<file path="config.mk">
export PLATFORM = sky130hd
export DESIGN_NAME = instr_encoder
export DESIGN_NICKNAME = d
export VERILOG_FILES = /design/src/rtl/isa_pkg.sv /design/src/rtl/instr_pack.sv /design/src/rtl/instr_encoder.sv
export SDC_FILE = /design/constraint.sdc
export NUM_CORES = 1
export LEC_CHECK = 0
export CAP_MARGIN = 20
export CORE_MARGIN = 3
export CORE_UTILIZATION = 40
export CTS_CLUSTER_SIZE = 30
export DETAILED_ROUTE_END_ITERATION = 6
export PLACE_DENSITY = 0.82
export SYNTH_ARGS = -nofsm -noshare
export SYNTH_HDL_FRONTEND = slang
export SYNTH_SLANG_ARGS = --single-unit
</file>
<file path="constraint.sdc">
create_clock -name clk -period 3.8 [get_ports clk]
set_input_delay 1.14 -clock clk [delete_from_list [all_inputs] [get_ports clk]]
set_output_delay 1.14 -clock clk [all_outputs]
set_load 0.005 [all_outputs]
</file>
<file path="src/rtl/isa_pkg.sv">
// Shared ISA definitions: opcodes, field positions, loader error codes and loader states.
// The main control decoder imports the same opcode constants.
package isa_pkg;

  localparam logic [3:0] OP_RTYPE = 4'b0000;
  localparam logic [3:0] OP_ADDI  = 4'b0100;
  localparam logic [3:0] OP_LW    = 4'b1011;
  localparam logic [3:0] OP_SW    = 4'b1111;
  localparam logic [3:0] OP_BEQ   = 4'b1000;
  localparam logic [3:0] OP_J     = 4'b0010;

  localparam int OP_MSB  = 15;
  localparam int OP_LSB  = 12;
  localparam int RS_LSB  = 9;
  localparam int RT_LSB  = 6;
  localparam int RD_LSB  = 3;
  localparam int REG_W   = 3;
  localparam int IMM_W   = 6;
  localparam int JADDR_W = 12;

  localparam logic [1:0] ERR_NONE  = 2'b00;
  localparam logic [1:0] ERR_BADOP = 2'b01;
  localparam logic [1:0] ERR_OVF   = 2'b10;

  typedef enum logic [1:0] {
    ST_IDLE = 2'd0,
    ST_LOAD = 2'd1,
    ST_DONE = 2'd2,
    ST_ERR  = 2'd3
  } enc_state_e;

endpackage

</file>
<file path="src/rtl/instr_pack.sv">
// Combinational field packer: validates the opcode and assembles the 16-bit word.
// Fields the selected format does not use are ignored.
module instr_pack
  import isa_pkg::*;
(
  input  logic [3:0]         i_op,
  input  logic [REG_W-1:0]   i_rs,
  input  logic [REG_W-1:0]   i_rt,
  input  logic [REG_W-1:0]   i_rd,
  input  logic [REG_W-1:0]   i_funct,
  input  logic [IMM_W-1:0]   i_imm,
  input  logic [JADDR_W-1:0] i_addr,
  output logic               o_valid_op,
  output logic [15:0]        o_word
);

  always_comb begin
    o_valid_op = 1'b1;
    o_word     = 16'h0000;
    case (i_op)
      OP_RTYPE:                      o_word = {i_op, i_rs, i_rt, i_rd, i_funct};
      OP_ADDI, OP_LW, OP_SW, OP_BEQ: o_word = {i_op, i_rs, i_rt, i_imm};
      OP_J:                          o_word = {i_op, i_addr};
      default:                       o_valid_op = 1'b0;
    endcase
  end

endmodule

</file>
<file path="src/rtl/instr_encoder.sv">
// Boot/test loader front end: accepts field bundles over valid/ready, packs them and
// writes them to consecutive imem addresses, reporting done/err as session status.
module instr_encoder
  import isa_pkg::*;
#(
  parameter int IMEM_AW = 6,
  parameter int DATA_W  = 16
) (
  input  logic               clk,
  input  logic               reset_n,
  input  logic               start,
  input  logic [IMEM_AW-1:0] start_addr,
  input  logic               in_valid,
  output logic               in_ready,
  input  logic [3:0]         in_op,
  input  logic [2:0]         in_rs,
  input  logic [2:0]         in_rt,
  input  logic [2:0]         in_rd,
  input  logic [2:0]         in_funct,
  input  logic [5:0]         in_imm,
  input  logic [11:0]        in_addr,
  input  logic               in_last,
  output logic               imem_we,
  output logic [IMEM_AW-1:0] imem_addr,
  output logic [DATA_W-1:0]  imem_wdata,
  output logic               busy,
  output logic               done,
  output logic               err,
  output logic [1:0]         err_code,
  output logic [3:0]         err_op,
  output logic [IMEM_AW:0]   word_count
);

  // Handshake: a bundle is consumed on any cycle with in_valid && in_ready;
  // in_ready depends only on state (high throughout LOAD), never on in_valid.

  enc_state_e         r_state, w_state_nxt;
  logic [IMEM_AW-1:0] r_addr;
  logic               r_wrapped;
  logic               r_we;
  logic [IMEM_AW-1:0] r_imem_addr;
  logic [DATA_W-1:0]  r_wdata;
  logic [1:0]         r_err_code;
  logic [3:0]         r_err_op;
  logic [IMEM_AW:0]   r_word_count;

  logic               w_valid_op;
  logic [15:0]        w_word;
  logic               w_accept;
  logic               w_write;
  logic               w_enter;

  instr_pack u_pack (
    .i_op       (in_op),
    .i_rs       (in_rs),
    .i_rt       (in_rt),
    .i_rd       (in_rd),
    .i_funct    (in_funct),
    .i_imm      (in_imm),
    .i_addr     (in_addr),
    .o_valid_op (w_valid_op),
    .o_word     (w_word)
  );

  assign w_accept = in_valid && (r_state == ST_LOAD);
  assign w_write  = w_accept && w_valid_op && !r_wrapped;
  assign w_enter  = start && (r_state != ST_LOAD);

  always_ff @(posedge clk or negedge reset_n) begin
    if (!reset_n) r_state <= ST_IDLE;
    else          r_state <= w_state_nxt;
  end

  // Bad opcode is checked before overflow and before in_last.
  always_comb begin
    w_state_nxt = r_state;
    case (r_state)
      ST_LOAD: begin
        if (w_accept) begin
          if (!w_valid_op)   w_state_nxt = ST_ERR;
          else if (r_wrapped) w_state_nxt = ST_ERR;
          else if (in_last)  w_state_nxt = ST_DONE;
        end
      end
      default: if (start) w_state_nxt = ST_LOAD;
    endcase
  end

  always_ff @(posedge clk or negedge reset_n) begin
    if (!reset_n) begin
      r_addr       <= '0;
      r_wrapped    <= 1'b0;
      r_we         <= 1'b0;
      r_imem_addr  <= '0;
      r_wdata      <= '0;
      r_err_code   <= ERR_NONE;
      r_err_op     <= 4'h0;
      r_word_count <= '0;
    end else begin
      r_we <= 1'b0;
      if (w_enter) begin
        r_addr       <= start_addr;
        r_wrapped    <= 1'b0;
        r_err_code   <= ERR_NONE;
        r_err_op     <= 4'h0;
        r_word_count <= '0;
      end else if (w_write) begin
        r_we         <= 1'b1;
        r_imem_addr  <= r_addr;
        r_wdata      <= w_word;
        r_addr       <= r_addr + 1'b1;
        r_word_count <= r_word_count + 1'b1;
        if (&r_addr) r_wrapped <= 1'b1;
      end else if (w_accept && !w_valid_op) begin
        r_err_code <= ERR_BADOP;
        r_err_op   <= in_op;
      end else if (w_accept) begin
        r_err_code <= ERR_OVF;
      end
    end
  end

  assign in_ready   = (r_state == ST_LOAD);
  assign busy       = (r_state == ST_LOAD);
  assign done       = (r_state == ST_DONE);
  assign err        = (r_state == ST_ERR);
  assign imem_we    = r_we;
  assign imem_addr  = r_imem_addr;
  assign imem_wdata = r_wdata;
  assign err_code   = r_err_code;
  assign err_op     = r_err_op;
  assign word_count = r_word_count;

endmodule
</file>
==> impl_results.md <==
- Net count after synthesis: 284
- Switching part of the total power: 31.4%
- Die Width: around 80 um
- Deepest clock path buffer count: 2
- Count of unique library cells instantiated by Yosys: 44
- Levels on crit path: 6
- Input/output buffers: 84
- Post-route DRC violation count: 0
- Count of pins on the block boundary: 85
- Via count of the routed design: around 2000
- Cell at the root of the clock tree: sky130_fd_sc_hd__clkbuf_8
- Critical Path AT: roughly 3300 ps
- Max cap viols: 0
- First-pass GRT wire length: between 8 and 9 mm
- Final worst-path setup slack: 702 ps
- Max Transition Viols Final: 0
- Largest net degree at the start of global routing: 46
- Area of the die: ~6400 um^2
- FF-to-FF path depth: 5
- Fin crit share: 81.5%
- Hold Path Class: reg2reg
- Final critical delay including setup and external delays: between 3000 and 4000 ps
- Clock latency on the worst-skew pair: about 300 ps
- Fraction of power consumed by sequential logic: 45.1%
- Run status: complete, no violations
- Core Area: about 5200 um^2
- Max Freq: 0.323 GHz
- Layout net count: 360
- Setup CP Type: in2reg
- Required time of the worst setup path: around 4000 ps
- Maximum fanout along the worst path: 43
- Reg2Reg Launch Point: r_wrapped
- Cell area after synthesis: around 2200 um^2
- Count of buffer and inverter cells on the critical path: 2
- Leakage dissipation: ~0.0013 uW
- Initial antenna violation count: 0
- Reg-to-reg critical path endpoint: r_addr[5]
- Setup slack at placement: 398 ps
- CP Launch Point: in_op[0]
- Drt total wl: 5.39 mm
- CTS buffer count: 5
- Part of the total power dissipated in the clock network: ~18%
- Avg Synthesized Cell Area: 9.23 um^2
- # setup viols final: 0
- Remaining Overflow, GRT: 0
- Max-slew headroom at the worst pin: between 30% and 40%
- Synthesis-to-layout area growth: 42.4%
- Post-synthesis register bit count: 45
- Delay of the slowest cell on the worst path: between 500 and 600 ps
- Per-cell routed wire length: about 14 um
- Number of hold violations in the final report: 0
- Postcts setup bufs: 0
- Overall Global Routing Usage: 17.9%
- Element type at the critical path end: flop
- H-tree level count: 2
- Die outline height: 80.0 um
- Num rows: 26
- Cell chain of the critical path: clkdlybuf4s50_1, or3_4, a31o_4, inv_2, a211oi_1, nor3_1
- Number of diodes: 0
- Post-Syn Instances: 237
- Worst Skew: a little under 9 ps
- Capturing instance or port of the critical path: r_addr[5]
- Net Switching: about 520 uW
- Synth warnings: 0
- Via density per instance: a little over 5
- Unrepaired setup endpoints after global routing: false
- Post-synthesis async set-or-reset flop share: between 90% and 100%
- Number of clock sinks: between 40 and 50
- Clock slew at reported path FFs: approximately 90 ps
- R2R setup slack: ~1900 ps
- Areal power density over the cells: 527 nW/um^2
- Internal portion of total power: 1130 uW
- Final total negative setup slack: 0 ps
- Transition time at the pin with the least slew margin: roughly 990 ps
- Antenna Nets Post-Route: 0
- Portion of the post-synthesis area used by sequential elements: about half
- Peak supply drop: approximately 0.00024 V
- Starting density of the core: 42.0%
- Top flip-flop cell by instance count after synthesis: sky130_fd_sc_hd__dfrtp_1
- RePlAce Congestion: between 0.7 and 0.8
- Via count of the first global-routing pass: between 1500 and 2000
- Layout cells sized above 1: under 10%
- Count of flip-flops with a built-in enable after synthesis: 0
- Crit-path leading delay family: buffers and inverters
- # resized after CTS: 0
- Number of violations reported at the end of detailed-routing iteration 0: about 110
- Highest-delay cell along the critical path: sky130_fd_sc_hd__clkdlybuf4s50_1
- CTS tree: yes
- Cts hold-fix bufs: 0
- Drt pass-1 iters: 4
- Final HPWL from detailed placement: about 4.0 mm
- Combinational Power Share: 37.1%
- Launching element type of the critical path: input pin
- Number of cells on the worst hold path: 1
==> state kept, by name, indices dropped and copies added (netlist names), 2 cells and up <==
signal and flops:
r_state 2, imem_wdata 16, err_code 2, word_count 7, r_addr 6, err_op 4
imem_addr 6
==> power by group through the flow <==
stage	clock network [uW]	registers, uW	logic, uW
final	292	740	609
after global routing	325	767	678
after CTS	298	741	618
after detailed placement	0	748	617
after global placement	0	744	602
after floorplan	0	741	247
==> cells in the final DEF (no fill, tap or decap), drive strengths merged, types with 3 or more instances in the layout <==
cell type / n
nor3: 3
mux2i: 6
a21oi: 19
a211oi: 3
and2: 3
dfrtp: 45
a221oi: 6
nand3: 7
o21ai: 16
inv: 7
clkbuf: 6
clkdlybuf4s50: 83
or3: 7
nand2: 38
a31o: 3
nor2: 32
==> synth_stat cells, types with 2 or more instances <==
cell type                  number  area (um^2)
sky130_fd_sc_hd__or3_1          6         37.5
sky130_fd_sc_hd__buf_4          3         22.5
sky130_fd_sc_hd__nor2_1        32          120
sky130_fd_sc_hd__a31o_2         2         17.5
sky130_fd_sc_hd__and2_1         3         18.8
sky130_fd_sc_hd__a211oi_1       3         22.5
sky130_fd_sc_hd__nor4b_1        2         17.5
sky130_fd_sc_hd__buf_2          4         20.0
sky130_fd_sc_hd__a211o_1        2         17.5
sky130_fd_sc_hd__buf_6          2         22.5
sky130_fd_sc_hd__a221oi_1       6         52.6
sky130_fd_sc_hd__inv_1          6         22.5
sky130_fd_sc_hd__o21ai_0       15         75.1
sky130_fd_sc_hd__dfrtp_1       45         1130
sky130_fd_sc_hd__nand4_1        2         12.5
sky130_fd_sc_hd__mux2i_1        6         60.1
sky130_fd_sc_hd__clkbuf_1       7         26.3
sky130_fd_sc_hd__nand3_1        7         35.0
sky130_fd_sc_hd__nand2_1       38          143
sky130_fd_sc_hd__nor4_1         2         12.5
sky130_fd_sc_hd__nor3_1         2         10.0
sky130_fd_sc_hd__ha_1           2         25.0
sky130_fd_sc_hd__a21oi_1       19         95.1
==> stage by stage <==
step / util [%] / power [uW] / instances / hold slack (ps) / instance area [um^2]
after detailed placement: 58.2 / 1360 / 376 / 466 / 3030
after global routing: 59.9 / 1770 / 384 / 522 / 3120
after global placement: 58.2 / 1350 / 376 / 460 / 3030
after floorplan: - / 987 / 237 / 462 / 2190
final: 59.9 / 1640 / 384 / 480 / 3120
after CTS: 59.9 / 1660 / 384 / 485 / 3120
==> cell families (layout without fill, tap and decap cells) <==
| group | after synthesis | after routing | synth area share [%] |
|---|---|---|---|
| AOI/OAI and AO/OA | 58 | 58 | 17.2 |
| xor gates and xnor gates | 1 | 1 | 0.400 |
| adders and majority gates | 2 | 2 | 1.14 |
| buffers and inverters | 23 | 100 | 5.37 |
| DFF | 45 | 45 | 51.5 |
| muxes | 6 | 6 | 2.74 |
| and+or+nand+nor | 102 | 102 | 21.7 |
==> worst min-delay path by stage <==
stage,startpoint,endpoint,slack [ps]
after global routing,imem_wdata[13],imem_wdata[13],520
final,imem_wdata[13],imem_wdata[13],480
after CTS,imem_wdata[13],imem_wdata[13],490
after floorplan,r_addr[4],imem_addr[4],460
after global placement,imem_wdata[14],imem_wdata[14],460
after detailed placement,imem_wdata[13],imem_wdata[13],470
==> layer usage <==
| layer | track usage (%) | vias to the layer above | wire, um |
|---|---|---|---|
| li1 | - | 980 | - |
| met1 | 21.3 | 929 | 2240 |
| met2 | 30.5 | 77 | 2660 |
| met3 | 5.30 | 7 | 416 |
| met4 | 6.25 | 0 | 73 |
| met5 | 0 | - | 0 |
==> area by class of cell <==
cell class,count,area [um^2]
flip-flops and latches,45,1130
multi-input cells,169,945
repair buffers,85,843
clock inverters,2,15.0
well taps,70,87.6
fillers,468,2090
inverters,7,26.3
clock buffers,6,72.6
==> worst register-to-register path: cells and delay by family, from the launching register on <==
| family | cells | cell delay (ps) |
|---|---|---|
| compound gates | 2 | 510 |
| flops | 1 | 430 |
| buf+inv | 1 | 450 |
| simple gates | 2 | 430 |
Power figures use the tool's default switching activity.
==> edit (same flow settings) <==
Encoding of `enc_state_e`: now one-hot (4 bits for 4 states).
--- a/src/rtl/isa_pkg.sv
+++ b/src/rtl/isa_pkg.sv
@@ -22,11 +22,11 @@
   localparam logic [1:0] ERR_BADOP = 2'b01;
   localparam logic [1:0] ERR_OVF   = 2'b10;
 
-  typedef enum logic [1:0] {
-    ST_IDLE = 2'd0,
-    ST_LOAD = 2'd1,
-    ST_DONE = 2'd2,
-    ST_ERR  = 2'd3
+  typedef enum logic [3:0] {
+    ST_IDLE = 4'b0001,
+    ST_LOAD = 4'b0010,
+    ST_DONE = 4'b0100,
+    ST_ERR  = 4'b1000
   } enc_state_e;
 
 endpackage
Formal check against the unedited RTL: no difference found for any inputs over 10 cycles, from zero or initial values and one cycle with reset_n low; not proved beyond that.
==> edit against the unedited design <==
Fmax grew 2.9%; synthesized area increased by 15%; setup slack gained 0.088 ns; via count rose by 16%; largest power group unchanged; critical path type is now flip-flop to output port; sequential cell count increased by 2; total power rose by 19%; non-clock buffer count increased by 5; design area rose by 14%; wire length increased by 16%.
==> edit: results (changes against the unedited design) <==
| Metric | Value |
|---|---|
| Status | finished, final reports clean (unchanged) |
| Pin count of the biggest net entering global routing | 48 (was 46) |
| CP Max Fanout | 8 (was 43) |
| Mapped Nets | 315 (was 284) |
| Synth top area cells | dfrtp_1 46%, nand2_1 6.1%, a21oi_1 3.4% (was dfrtp_1 51%, nand2_1 6.5%, nor2_1 5.5%) |
| DP Wirelength | 4.565 mm (was 3.977 mm) |
| Slew headroom | 53.69% (was 34.31%) |
| Seq/Total Area, Yosys | 46.68% (was 51.46%) |
| Worst hold stages | 2 (was 1) |
| Nets | 392 (was 360) |
| Count of different cell masters after synthesis | 50 (was 44) |
| Multi-input logic area | 0.001231 mm² (was 944.7 µm²) |
| Setup WS pre-CTS | 0.5628 ns (was 0.3981 ns) |
| GRT Util Overall | 17.44% (was 17.88%) |
| NonClk Buf Share | 25.56% (was 27.07%) |
| Seq area share | 33.22% (was 36.14%) |
| Commonest cells post-synth | 46 x dfrtp_1, 41 x nand2_1, 17 x a21oi_1, 17 x o21ai_1, 13 x nand3_1 (was 45 x dfrtp_1, 38 x nand2_1, 32 x nor2_1) |
| Nonclk inv count | 5 (was 7) |
| Leakage | 1.434 nW (was 1.316 nW) |
| Worst EP arrival | 1.87 ns (was 3.32 ns) |
| Clock skew | 0.002415 ns (was 0.008730 ns) |
| Max VDD drop | 263.5 µV (was 241.6 µV) |
| Total routed wirelength | 6.270 mm (was 5.391 mm) |
| Highest Clock Rate | 332.2 MHz (was 322.8 MHz) |
| Global-route wire length before repair | 10.43 mm (was 8.928 mm) |
| ClkCell Share | 3.318% (was 2.811%) |
| RR Endpoint | word_count[4] (was r_addr[5]) |
| CTS sink count | 47 (was 45) |
| Vias in the first global route | 2231 (was 1914) |
==> edit: critical path, delay by kind of cell (launching register included) <==
family        cells  cell delay [ns]
flops             1             0.44
buf+inv           1             0.60
simple gates      1             0.53
==> edit: worst max-delay path by stage <==
stage | end | depth (start not counted) | from
6_report | in_ready | 2 | r_state[3]
2_1_floorplan | r_addr[1] | 7 | in_op[1]
3_3_place_gp | word_count[4] | 6 | in_op[1]
4_1_cts | busy | 2 | r_state[3]
3_5_place_dp | err_op[2] | 6 | in_op[1]
5_1_grt | in_ready | 2 | r_state[3]
==> edit: per-layer routing <==
layer / wire length (µm) / up-vias / global-route usage (%)
met4: 70 / 0 / 5.180
li1: - / 1127 / -
met2: 3153 / 65 / 29.52
met5: 0 / - / 0
met3: 368 / 9 / 3.010
met1: 2679 / 1104 / 22.80
==> edit: kinds of logic after synthesis <==
logic type | synth area share, %
simple gates | 23.26
fa+ha+maj | 0.9919
flops | 46.68
compound gates | 21.33
buf+inv | 4.910
mux | 2.827
==> edit: per-stage QoR <==
step | utilization [%] | total power, mW | instances | instance area, µm² | hold WS, ns
finish | 58.82 | 1.946 | 421 | 3545 | 0.4788
global placement | 56.54 | 1.556 | 412 | 3407 | 0.4548
floorplan | - | 1.139 | 268 | 2522 | 0.4612
detailed placement | 56.54 | 1.585 | 412 | 3407 | 0.4640
global route | 58.82 | 2.077 | 421 | 3545 | 0.5131
CTS | 58.49 | 1.968 | 420 | 3525 | 0.4846
==> edit: power groups by stage <==
stage | Clock [mW] | Sequential (mW) | Combinational (mW)
after floorplan | 0 | 0.803 | 0.336
after global placement | 0 | 0.807 | 0.749
after detailed placement | 0 | 0.813 | 0.772
after CTS | 0.391 | 0.805 | 0.773
after global routing | 0.408 | 0.828 | 0.842
final | 0.378 | 0.807 | 0.761
